### src/rtl/regfile_write_arbiter_if.sv
// Bundle of writeback, MDU handshake and register-file write signals shared
// between the writeback arbiter (slave) and its environment (master).
interface regfile_write_arbiter_if #(
  parameter int DATA_WIDTH = 32,
  parameter int ADDR_WIDTH = 5,
  parameter int DEPTH      = 2
);
  localparam int CNT_W = $clog2(DEPTH) + 1;

  logic                  wb_valid;
  logic [ADDR_WIDTH-1:0] wb_addr;
  logic [DATA_WIDTH-1:0] wb_data;
  logic                  mdu_valid;
  logic                  mdu_ready;
  logic [ADDR_WIDTH-1:0] mdu_addr;
  logic [DATA_WIDTH-1:0] mdu_data;
  logic                  rf_reg_write;
  logic [ADDR_WIDTH-1:0] rf_write_reg_address;
  logic [DATA_WIDTH-1:0] rf_write_data;
  logic [31:0]           pending_mask;
  logic                  stall_req;
  logic [CNT_W-1:0]      fifo_count;

  modport master (
    output wb_valid, wb_addr, wb_data, mdu_valid, mdu_addr, mdu_data,
    input  mdu_ready, rf_reg_write, rf_write_reg_address, rf_write_data,
           pending_mask, stall_req, fifo_count
  );

  modport slave (
    input  wb_valid, wb_addr, wb_data, mdu_valid, mdu_addr, mdu_data,
    output mdu_ready, rf_reg_write, rf_write_reg_address, rf_write_data,
           pending_mask, stall_req, fifo_count
  );
endinterface

### src/rtl/regfile_write_arbiter.sv
// Shares the register-file write port between pipeline writeback (priority)
// and a small FIFO of MDU results that drains into idle writeback slots.
module regfile_write_arbiter #(
  parameter int DATA_WIDTH   = 32,
  parameter int ADDR_WIDTH   = 5,
  parameter int DEPTH        = 2,
  parameter int STARVE_LIMIT = 4
) (
  input  logic clk,
  input  logic reset,
  regfile_write_arbiter_if.slave bus
);
  localparam int PTR_W  = $clog2(DEPTH);
  localparam int CNT_W  = PTR_W + 1;
  localparam int WAIT_W = $clog2(STARVE_LIMIT + 1);

  logic [ADDR_WIDTH-1:0] fifo_addr_mem [DEPTH];
  logic [DATA_WIDTH-1:0] fifo_data_mem [DEPTH];
  logic [PTR_W-1:0]      wr_ptr_reg;
  logic [PTR_W-1:0]      rd_ptr_reg;
  logic [CNT_W-1:0]      count_reg;
  logic [WAIT_W-1:0]     wait_cnt_reg;
  logic                  out_valid_reg;
  logic                  out_mdu_reg;
  logic [ADDR_WIDTH-1:0] out_addr_reg;
  logic [DATA_WIDTH-1:0] out_data_reg;
  logic [DEPTH-1:0]      entry_valid;
  logic [31:0]           pending_next;

  logic wb_eff;
  logic fifo_empty;
  logic fifo_full;
  logic do_deq;
  logic do_enq;

  assign wb_eff     = bus.wb_valid && (bus.wb_addr != '0);
  assign fifo_empty = (count_reg == '0);
  assign fifo_full  = (count_reg == CNT_W'(DEPTH));
  assign do_deq     = !wb_eff && !fifo_empty;
  // Address-0 MDU results still handshake but never occupy a slot.
  assign do_enq     = bus.mdu_valid && !fifo_full && (bus.mdu_addr != '0);

  assign bus.mdu_ready            = !fifo_full;
  assign bus.fifo_count           = count_reg;
  assign bus.stall_req            = fifo_full || (wait_cnt_reg == WAIT_W'(STARVE_LIMIT));
  assign bus.rf_reg_write         = out_valid_reg;
  assign bus.rf_write_reg_address = out_addr_reg;
  assign bus.rf_write_data        = out_data_reg;
  assign bus.pending_mask         = pending_next;

  always_ff @(posedge clk) begin
    if (do_enq) begin
      fifo_addr_mem[wr_ptr_reg] <= bus.mdu_addr;
      fifo_data_mem[wr_ptr_reg] <= bus.mdu_data;
    end
  end

  always_ff @(posedge clk or negedge reset) begin
    if (!reset) begin
      wr_ptr_reg    <= '0;
      rd_ptr_reg    <= '0;
      count_reg     <= '0;
      wait_cnt_reg  <= '0;
      out_valid_reg <= 1'b0;
      out_mdu_reg   <= 1'b0;
      out_addr_reg  <= '0;
      out_data_reg  <= '0;
    end else begin
      if (do_enq) wr_ptr_reg <= wr_ptr_reg + 1'b1;
      if (do_deq) rd_ptr_reg <= rd_ptr_reg + 1'b1;

      case ({do_enq, do_deq})
        2'b10:   count_reg <= count_reg + 1'b1;
        2'b01:   count_reg <= count_reg - 1'b1;
        default: count_reg <= count_reg;
      endcase

      if (fifo_empty || do_deq)
        wait_cnt_reg <= '0;
      else if (wait_cnt_reg != WAIT_W'(STARVE_LIMIT))
        wait_cnt_reg <= wait_cnt_reg + 1'b1;

      if (wb_eff) begin
        out_valid_reg <= 1'b1;
        out_mdu_reg   <= 1'b0;
        out_addr_reg  <= bus.wb_addr;
        out_data_reg  <= bus.wb_data;
      end else if (do_deq) begin
        out_valid_reg <= 1'b1;
        out_mdu_reg   <= 1'b1;
        out_addr_reg  <= fifo_addr_mem[rd_ptr_reg];
        out_data_reg  <= fifo_data_mem[rd_ptr_reg];
      end else begin
        // Idle slot: address and data hold, only the enable drops.
        out_valid_reg <= 1'b0;
        out_mdu_reg   <= 1'b0;
      end
    end
  end

  // Slot gi is occupied when its distance from the read pointer is below count.
  genvar gi;
  generate
    for (gi = 0; gi < DEPTH; gi++) begin : g_entry_valid
      logic [PTR_W-1:0] offset;
      assign offset          = PTR_W'(gi) - rd_ptr_reg;
      assign entry_valid[gi] = ({1'b0, offset} < count_reg);
    end
  endgenerate

  always_comb begin
    pending_next = '0;
    for (int i = 0; i < DEPTH; i++) begin
      if (entry_valid[i]) pending_next[fifo_addr_mem[i]] = 1'b1;
    end
    if (out_valid_reg && out_mdu_reg) pending_next[out_addr_reg] = 1'b1;
  end
endmodule
### src/flat_wrapper.sv
// flat-port wrapper written by rule: the top's interface ports become plain ports
module regfile_write_arbiter_flat 
#(
  parameter int DATA_WIDTH   = 32,
  parameter int ADDR_WIDTH   = 5,
  parameter int DEPTH        = 2,
  parameter int STARVE_LIMIT = 4
)
  (clk, reset, bus_wb_valid, bus_wb_addr, bus_wb_data, bus_mdu_valid, bus_mdu_addr, bus_mdu_data, bus_mdu_ready, bus_rf_reg_write, bus_rf_write_reg_address, bus_rf_write_data, bus_pending_mask, bus_stall_req, bus_fifo_count);
  regfile_write_arbiter_if #(.DATA_WIDTH(DATA_WIDTH), .ADDR_WIDTH(ADDR_WIDTH), .DEPTH(DEPTH)) bus_i ();
  input  logic clk;
  input  logic reset;
  input wire logic [$bits(bus_i.wb_valid)-1:0] bus_wb_valid;
  input wire logic [$bits(bus_i.wb_addr)-1:0] bus_wb_addr;
  input wire logic [$bits(bus_i.wb_data)-1:0] bus_wb_data;
  input wire logic [$bits(bus_i.mdu_valid)-1:0] bus_mdu_valid;
  input wire logic [$bits(bus_i.mdu_addr)-1:0] bus_mdu_addr;
  input wire logic [$bits(bus_i.mdu_data)-1:0] bus_mdu_data;
  output wire logic [$bits(bus_i.mdu_ready)-1:0] bus_mdu_ready;
  output wire logic [$bits(bus_i.rf_reg_write)-1:0] bus_rf_reg_write;
  output wire logic [$bits(bus_i.rf_write_reg_address)-1:0] bus_rf_write_reg_address;
  output wire logic [$bits(bus_i.rf_write_data)-1:0] bus_rf_write_data;
  output wire logic [$bits(bus_i.pending_mask)-1:0] bus_pending_mask;
  output wire logic [$bits(bus_i.stall_req)-1:0] bus_stall_req;
  output wire logic [$bits(bus_i.fifo_count)-1:0] bus_fifo_count;
  assign bus_i.wb_valid = bus_wb_valid;
  assign bus_i.wb_addr = bus_wb_addr;
  assign bus_i.wb_data = bus_wb_data;
  assign bus_i.mdu_valid = bus_mdu_valid;
  assign bus_i.mdu_addr = bus_mdu_addr;
  assign bus_i.mdu_data = bus_mdu_data;
  assign bus_mdu_ready = bus_i.mdu_ready;
  assign bus_rf_reg_write = bus_i.rf_reg_write;
  assign bus_rf_write_reg_address = bus_i.rf_write_reg_address;
  assign bus_rf_write_data = bus_i.rf_write_data;
  assign bus_pending_mask = bus_i.pending_mask;
  assign bus_stall_req = bus_i.stall_req;
  assign bus_fifo_count = bus_i.fifo_count;
  regfile_write_arbiter #(.DATA_WIDTH(DATA_WIDTH), .ADDR_WIDTH(ADDR_WIDTH), .DEPTH(DEPTH), .STARVE_LIMIT(STARVE_LIMIT)) u_core (.clk(clk), .reset(reset), .bus(bus_i));
endmodule
### config.mk
export PLATFORM = sky130hd
export DESIGN_NAME = regfile_write_arbiter_flat
export DESIGN_NICKNAME = d
export VERILOG_FILES = /design/src/rtl/regfile_write_arbiter_if.sv /design/src/rtl/regfile_write_arbiter.sv /design/src/flat_wrapper.sv
export SDC_FILE = /design/constraint.sdc
export NUM_CORES = 1
export LEC_CHECK = 0
export CAP_MARGIN = 25
export CELL_PAD_IN_SITES_DETAIL_PLACEMENT = 0
export CELL_PAD_IN_SITES_GLOBAL_PLACEMENT = 2
export CORE_MARGIN = 2
export CORE_UTILIZATION = 32
export DETAILED_ROUTE_END_ITERATION = 16
export GPL_ROUTABILITY_DRIVEN = 0
export GPL_TIMING_DRIVEN = 0
export HOLD_SLACK_MARGIN = 0.05
export PLACE_DENSITY_LB_ADDON = 0.1
export REMOVE_ABC_BUFFERS = 1
export SYNTH_ARGS = -nofsm -noshare
export SYNTH_HDL_FRONTEND = slang
export SYNTH_SLANG_ARGS = --single-unit
export TNS_END_PERCENT = 100
### constraint.sdc
create_clock -name clk -period 3.5 [get_ports clk]
set_input_delay 0.525 -clock clk [delete_from_list [all_inputs] [get_ports clk]]
set_output_delay 0.525 -clock clk [all_outputs]
set_load 0.02 [all_outputs]
== Word-level counts from Yosys, hierarchy flattened ==
Memory sizes are Yosys's and may differ from the RTL's.
Index checks and enable logic that the tools add are counted.

* Logic and storage cells: 72
* Bits in writable memories: 74
* Register bits: 46
* Memories: 2
* Output and inout port bits: 74
* Bits of input ports: 78

{| class="wikitable"
|+ Memories
! name !! words !! bits a word !! rd ports !! clocked after memory_dff !! write ports !! line !! source
|-
| u_core.fifo_data_mem || 2 || 32 || 1 || 0 || 1 || regfile_write_arbiter.sv:18 || <nowiki>logic [DATA_WIDTH-1:0] fifo_data_mem [DEPTH];</nowiki>
|-
| u_core.fifo_addr_mem || 2 || 5 || 3 || 0 || 1 || regfile_write_arbiter.sv:17 || <nowiki>logic [ADDR_WIDTH-1:0] fifo_addr_mem [DEPTH];</nowiki>
|}

* Bitwise logic cells: 2
* Equal/unequal tests: 5
* Reductions and logical operators: 19
* Multiplexer cells: 21
* Add/sub/neg operators: 7
* Order comparisons: 8

{| class="wikitable"
|+ Operators with widths
! cell !! number
|-
| $mux 32 || 5
|-
| $or 32x32->32 || 2
|-
| $lt 5x6->1 const B || 3
|-
| $demux 1 s5 || 3
|-
| $ge 5x1->1 const B || 3
|-
| $mux 5 || 2
|-
| $reduce_bool 5->1 || 2
|-
| $logic_and 1x1->1 || 8
|-
| $mux 1 || 8
|-
| $mux 3 || 2
|-
| $reduce_bool 2->1 || 3
|-
| $eq 2x2->1 const B || 2
|-
| $lt 1x2->1 || 2
|-
| $pmux 2 s2 || 1
|-
| $add 3x1->3 const B || 1
|-
| $eq 3x3->1 const B || 1
|-
| $logic_not 1->1 || 3
|-
| $ne 3x3->1 const B || 1
|-
| $add 1x1->1 const B || 2
|-
| $add 2x1->2 const B || 1
|-
| $eq 2x1->1 const B || 1
|-
| $logic_not 2->1 || 1
|-
| $logic_or 1x1->1 || 2
|-
| $sub 1x1->1 const A || 2
|-
| $sub 2x1->2 const B || 1
|}

== Depth between registers and ports, before layout ==
* Depth in word-level cells: 9
* Mapped depth: 9
* Mapped depth without buffers: 7

== Worst setup path before layout ==
No wires, ideal clock.

* Path type: reg-to-reg
* Start point: register u_core.count_reg[1] (netlist: u_core.bus.fifo_count[1])
* End point: memory u_core.fifo_addr_mem[0][0] (enable)
* Stages on the path, launching flop included: 5
* Path buffers: 1
* Data required time: 3069 ps
* Clock period less this slack: 3044 ps
* Data arrival time: 2613 ps
* Library setup time: 431 ps
* Slack: 456 ps
* Cell sequence: dfrtp_1 > buf_2 > nand2b_1 > o211ai_2 > nor2_1

* Cells in the longest elaborated chain, start to end: 6

{| class="wikitable"
|+ RTL lines
! element !! line !! source
|-
| from (decl) || regfile_write_arbiter.sv:21 || <nowiki>logic [CNT_W-1:0] count_reg;</nowiki>
|-
| from (signal assigned) || regfile_write_arbiter.sv:73 || <nowiki>2'b10: count_reg <= count_reg + 1'b1;</nowiki>
|-
| from (signal assigned) || regfile_write_arbiter.sv:74 || <nowiki>2'b01: count_reg <= count_reg - 1'b1;</nowiki>
|-
| from (signal assigned) || regfile_write_arbiter.sv:75 || <nowiki>default: count_reg <= count_reg;</nowiki>
|-
| $eq 2x2->1 || regfile_write_arbiter.sv:38 || <nowiki>assign fifo_full = (count_reg == CNT_W'(DEPTH));</nowiki>
|-
| $logic_not 1->1 || - ||
|-
| net bus_mdu_ready || flat_wrapper.sv:19 || <nowiki>output wire logic [$bits(bus_i.mdu_ready)-1:0] bus_mdu_ready;</nowiki>
|-
| $logic_and 1x1->1 (2 in a row) || regfile_write_arbiter.sv:41 || <nowiki>assign do_enq = bus.mdu_valid && !fifo_full && (bus.mdu_addr != '0);</nowiki>
|-
| $mux 1 || regfile_write_arbiter.sv:52 || <nowiki>if (do_enq) begin</nowiki>
|-
| $mux 1 (not written as such) || regfile_write_arbiter.sv:53 || <nowiki>fifo_addr_mem[wr_ptr_reg] <= bus.mdu_addr;</nowiki>
|-
| to (decl) || regfile_write_arbiter.sv:17 ||
|}

The timed path passes the listed nets, and every way through them passes these cells.

== Final worst setup path ==
* Start point: register u_core.rd_ptr_reg
* End point: output bus_pending_mask[6]

* Cells in the longest elaborated chain, start to end: 7
* Elaborated cells on any way between the ends: 9
* Classes of those cells: add/sub: 2; order compare: 2; mux: 3; bitwise: 2

{| class="wikitable"
|+ RTL lines
! element !! line !! source
|-
| from (decl) || regfile_write_arbiter.sv:20 || <nowiki>logic [PTR_W-1:0] rd_ptr_reg;</nowiki>
|-
| from (signal assigned) || regfile_write_arbiter.sv:70 || <nowiki>if (do_deq) rd_ptr_reg <= rd_ptr_reg + 1'b1;</nowiki>
|-
| $sub 1x1->1 || regfile_write_arbiter.sv:106 || <nowiki>assign offset = PTR_W'(gi) - rd_ptr_reg;</nowiki>
|-
| $lt 1x2->1 || regfile_write_arbiter.sv:107 || <nowiki>assign entry_valid[gi] = ({1'b0, offset} < count_reg);</nowiki>
|-
| $mux 32 || regfile_write_arbiter.sv:114 || <nowiki>if (entry_valid[i]) pending_next[fifo_addr_mem[i]] = 1'b1;</nowiki>
|-
| $or 32x32->32 (no line) || - ||
|-
| $mux 32 * || regfile_write_arbiter.sv:114 ||
|-
| $or 32x32->32 (no line) || - ||
|-
| $mux 32 * || regfile_write_arbiter.sv:116 || <nowiki>if (out_valid_reg && out_mdu_reg) pending_next[out_addr_reg] = 1'b1;</nowiki>
|-
| to (decl) || flat_wrapper.sv:23 || <nowiki>output wire logic [$bits(bus_i.pending_mask)-1:0] bus_pending_mask;</nowiki>
|}

Mark *: on every way between the ends. The rest lies on a longest branch, timed or not.

==> summary.md <==
| Metric | Value |
|---|---|
| Vias after detailed routing | `between 4000 and 5000` |
| Die width | `137 µm` |
| Final setup fails | `0` |
| Crit-path max cell delay | `0.65 ns` |
| Critical path's slowest cell | `clkdlybuf4s50_1` |
| Power per cell area | `approximately 830 nW/µm²` |
| CTS clock-pin slew for the worst setup and hold paths | `0.06 ns` |
| Crit share post-route | `91.9%` |
| CP Max Fanout | `29` |
| Final core utilization | `47.0%` |
| Root buffer cell | `clkbuf_16` |
| HPWL after DPL | `roughly 11 mm` |
| Starting Density | `32.8%` |
| Post-route worst setup slack | `0.284 ns` |
| Worst-Margin Slew | `roughly 0.99 ns` |
| CTS tree | `built` |
| Initial antenna violation count | `1` |
| Fin Hold WS | `0.0893 ns` |
| First-pass GRT wire length | `25.3 mm` |
| Die Area | `roughly 19000 µm²` |
| Remaining DRCs | `0` |
| Core area | `17400 µm²` |
| Leading cell type in the layout, fill and taps excluded | `clkdlybuf4s50_1` |
| Worst VDD drop | `0.000403 V` |
| Post-synth EDFFs | `74` |
| Final ANT Viol Nets | `0` |
| Crit path max-delay family | `buffers and inverters` |
| Post-synthesis sequential area ratio | `59.3%` |
| Largest net degree at the start of global routing | `38` |
| Library cells used by synthesis | `between 40 and 50` |
| Final Max Tran Viols | `0` |
| Most frequent cells in the layout | `150 x clkdlybuf4s50_1, 74 x edfxtp_1, 43 x nand2_1, 43 x dfrtp_1, 39 x nor3_1` |
| Relative slew slack | `33.9%` |
| Number of global-route vias before repair | `roughly 4500` |
| Die H | `137 µm` |
| Placed Instances | `between 800 and 900` |
| I/O pin count | `152` |
| Setup Crit Path Kind | `reg -> out` |
| RSZ-0062 raised after global routing | `false` |
| Status | `finished, final reports clean` |
| Reg2Reg Launch Point | `u_core.bus.fifo_count[0]` |
| Final hold violations | `0` |
| H-tree levels | `4` |
| Max-Cap Viols | `0` |
| Worst-skew pair later-pin latency | `0.41 ns` |
| Critical Path Start | `u_core.rd_ptr_reg` |
| Setup crit end kind | `primary output` |
| Mapped Area | `about 5700 µm²` |
| Post-Layout Cell Count | `847` |
| Post-synthesis register bit count | `120` |
| Max clock buf depth | `2` |
| Port Buf Inserts | `~150` |
| Req. time, crit path | `about 3.0 ns` |
| Gr ovfl total | `0` |
| Tmin final | `3.22 ns` |
| Setup WS pre-CTS | `0.322 ns` |
| Crit-path cells | `buf_12, nor2b_1, o21ai_1, o221ai_1, clkdlybuf4s50_1` |
| Largest register by flop count | `u_core.fifo_data_mem` |
| Iteration-0 DRC Markers | `200` |
| F_max | `311 MHz` |
| # rows | `between 40 and 50` |
| Startpoint types | `register` |
| Post-Syn Instances | `458` |
| Max FFs per register | `64` |
| Syn-to-layout area delta | `43.4%` |
| Leakage power | `0.00291 µW` |
| Vias/cell | `5.13` |
| # fillers | `1561` |
| DR pass1 iterations | `5` |
| WL/cell | `19.4 µm` |
| Synth warn | `0` |
| Cts bufs inserted | `17` |
| Layout net count | `689` |
| Hold/Removal Path Class | `in -> async` |
| CTS sink cnt | `120` |
| Total Wirelength | `16.4 mm` |
| Layout cell share with drive strength beyond 1 | `roughly 15%` |
| GRT Total Usage | `between 10% and 20%` |
| Critical path buffers and inverters | `2` |
| Asr flop ratio synth | `38.3%` |
| Top_reg_cell synth | `edfxtp_1` |
| CP Data Arrival Time | `2.69 ns` |
| Syn_area_per_cell | `12.4 µm²` |
| Setup Skew | `0.0111 ns` |
[path summary, 6_finish.rpt]
kind / endpoint / slack [ns] / cells past startpoint
max: bus_pending_mask[6] / 0.28 / 5
min: u_core.bus.rf_write_data[16] / 0.09 / 1
max reg2reg: u_core.fifo_data_mem[0][26] / 1.05 / 5
min reg2reg: u_core.wr_ptr_reg / 0.55 / 1
max in group asynchronous: u_core.bus.fifo_count[0] / 2.82 / 2
min in group clk: u_core.wr_ptr_reg / 0.55 / 1
[cell usage after synthesis (3+ instances only)]
cell / instances / area [µm²]
mux2i_1: 35 / 350
xnor2_1: 4 / 35.0
edfxtp_1: 74 / 2220
a211oi_1: 3 / 22.5
o21ai_1: 3 / 15.0
nand3_1: 7 / 35.0
buf_1: 5 / 18.8
nor2b_1: 7 / 43.8
mux2_4: 3 / 45.0
nor3_1: 39 / 195
clkbuf_1: 9 / 33.8
o31ai_1: 3 / 22.5
or3b_2: 3 / 26.3
o221ai_1: 25 / 219
nor3b_1: 3 / 22.5
o211ai_1: 8 / 60.1
nand2_1: 43 / 161
ha_1: 3 / 37.5
dfrtp_1: 46 / 1150
nand3b_1: 7 / 52.6
and3b_1: 4 / 35.0
nor2_1: 14 / 52.6
a21oi_1: 34 / 170
buf_2: 14 / 70.1
inv_1: 3 / 11.3
mux2_2: 29 / 327
[metrics by stage]
stage,total power [µW],area (µm²),setup TNS [ns]
finish,6770,8160,0
global route,7160,8150,0
CTS,6840,8130,0
detailed placement,5030,7500,0
global placement,4890,7320,-165.39
floorplan,3740,5520,-9.74
[cell type report]
| type | count | area (µm²) | area share (%) |
|---|---|---|---|
| sequential | 120 | 3380 | 41.4 |
| tap | 225 | 282 | 3.45 |
| inverter | 3 | 11.3 | 0.138 |
| multi-input combinational | 303 | 2170 | 26.6 |
| clock buffer | 18 | 429 | 5.26 |
| clock inverter | 14 | 176 | 2.16 |
| antenna | 1 | 2.50 | 0.0307 |
| timing repair buffer | 163 | 1710 | 20.9 |
[what timing repair did]
item | in CTS | in global routing
resized for setup | 2 | 2
setup buffers | 3 | 2
hold buffers | 0 | 0
setup endpoints to repair | 30 | 22
gates cloned | 0 | 0
pin swaps | 2 | 0
[power breakdown]
part | switching, µW | internal, µW | total [µW]
logic | 1480 | 1240 | 2710
registers | 335 | 1960 | 2300
clock network | 640 | 1120 | 1760
total | 2450 | 4320 | 6770
[cell families (layout without fill, tap and decap cells)]
| group | after synthesis | count (layout) | share of synthesized area [%] |
|---|---|---|---|
| simple gates | 143 | 143 | 13.1 |
| fa+ha+maj | 3 | 3 | 0.660 |
| other cells | 0 | 1 | 0 |
| flops | 120 | 120 | 59.3 |
| compound gates | 85 | 85 | 10.4 |
| xor+xnor | 5 | 5 | 0.770 |
| mux | 67 | 67 | 12.7 |
| buf+inv | 35 | 198 | 3.08 |
[worst reg2reg max path, delay by kind of cell (launching register included)]
kind / cells / cell delay (ns)
flip-flops: 1 / 0.62
buffers and inverters: 2 / 0.50
AND/OR/NAND/NOR: 2 / 0.81
AO/OA/AOI/OAI: 1 / 0.22
[routing by layer]
layer | share of wire [%] | track usage, % | vias to the layer above
met5 | 0 | 0 | -
met3 | 6.6 | 4.86 | 24
met2 | 49 | 30.0 | 161
li1 | - | - | 2059
met4 | 2.0 | 7.04 | 0
met1 | 42 | 22.3 | 2101
Power figures use the tool's default switching activity.
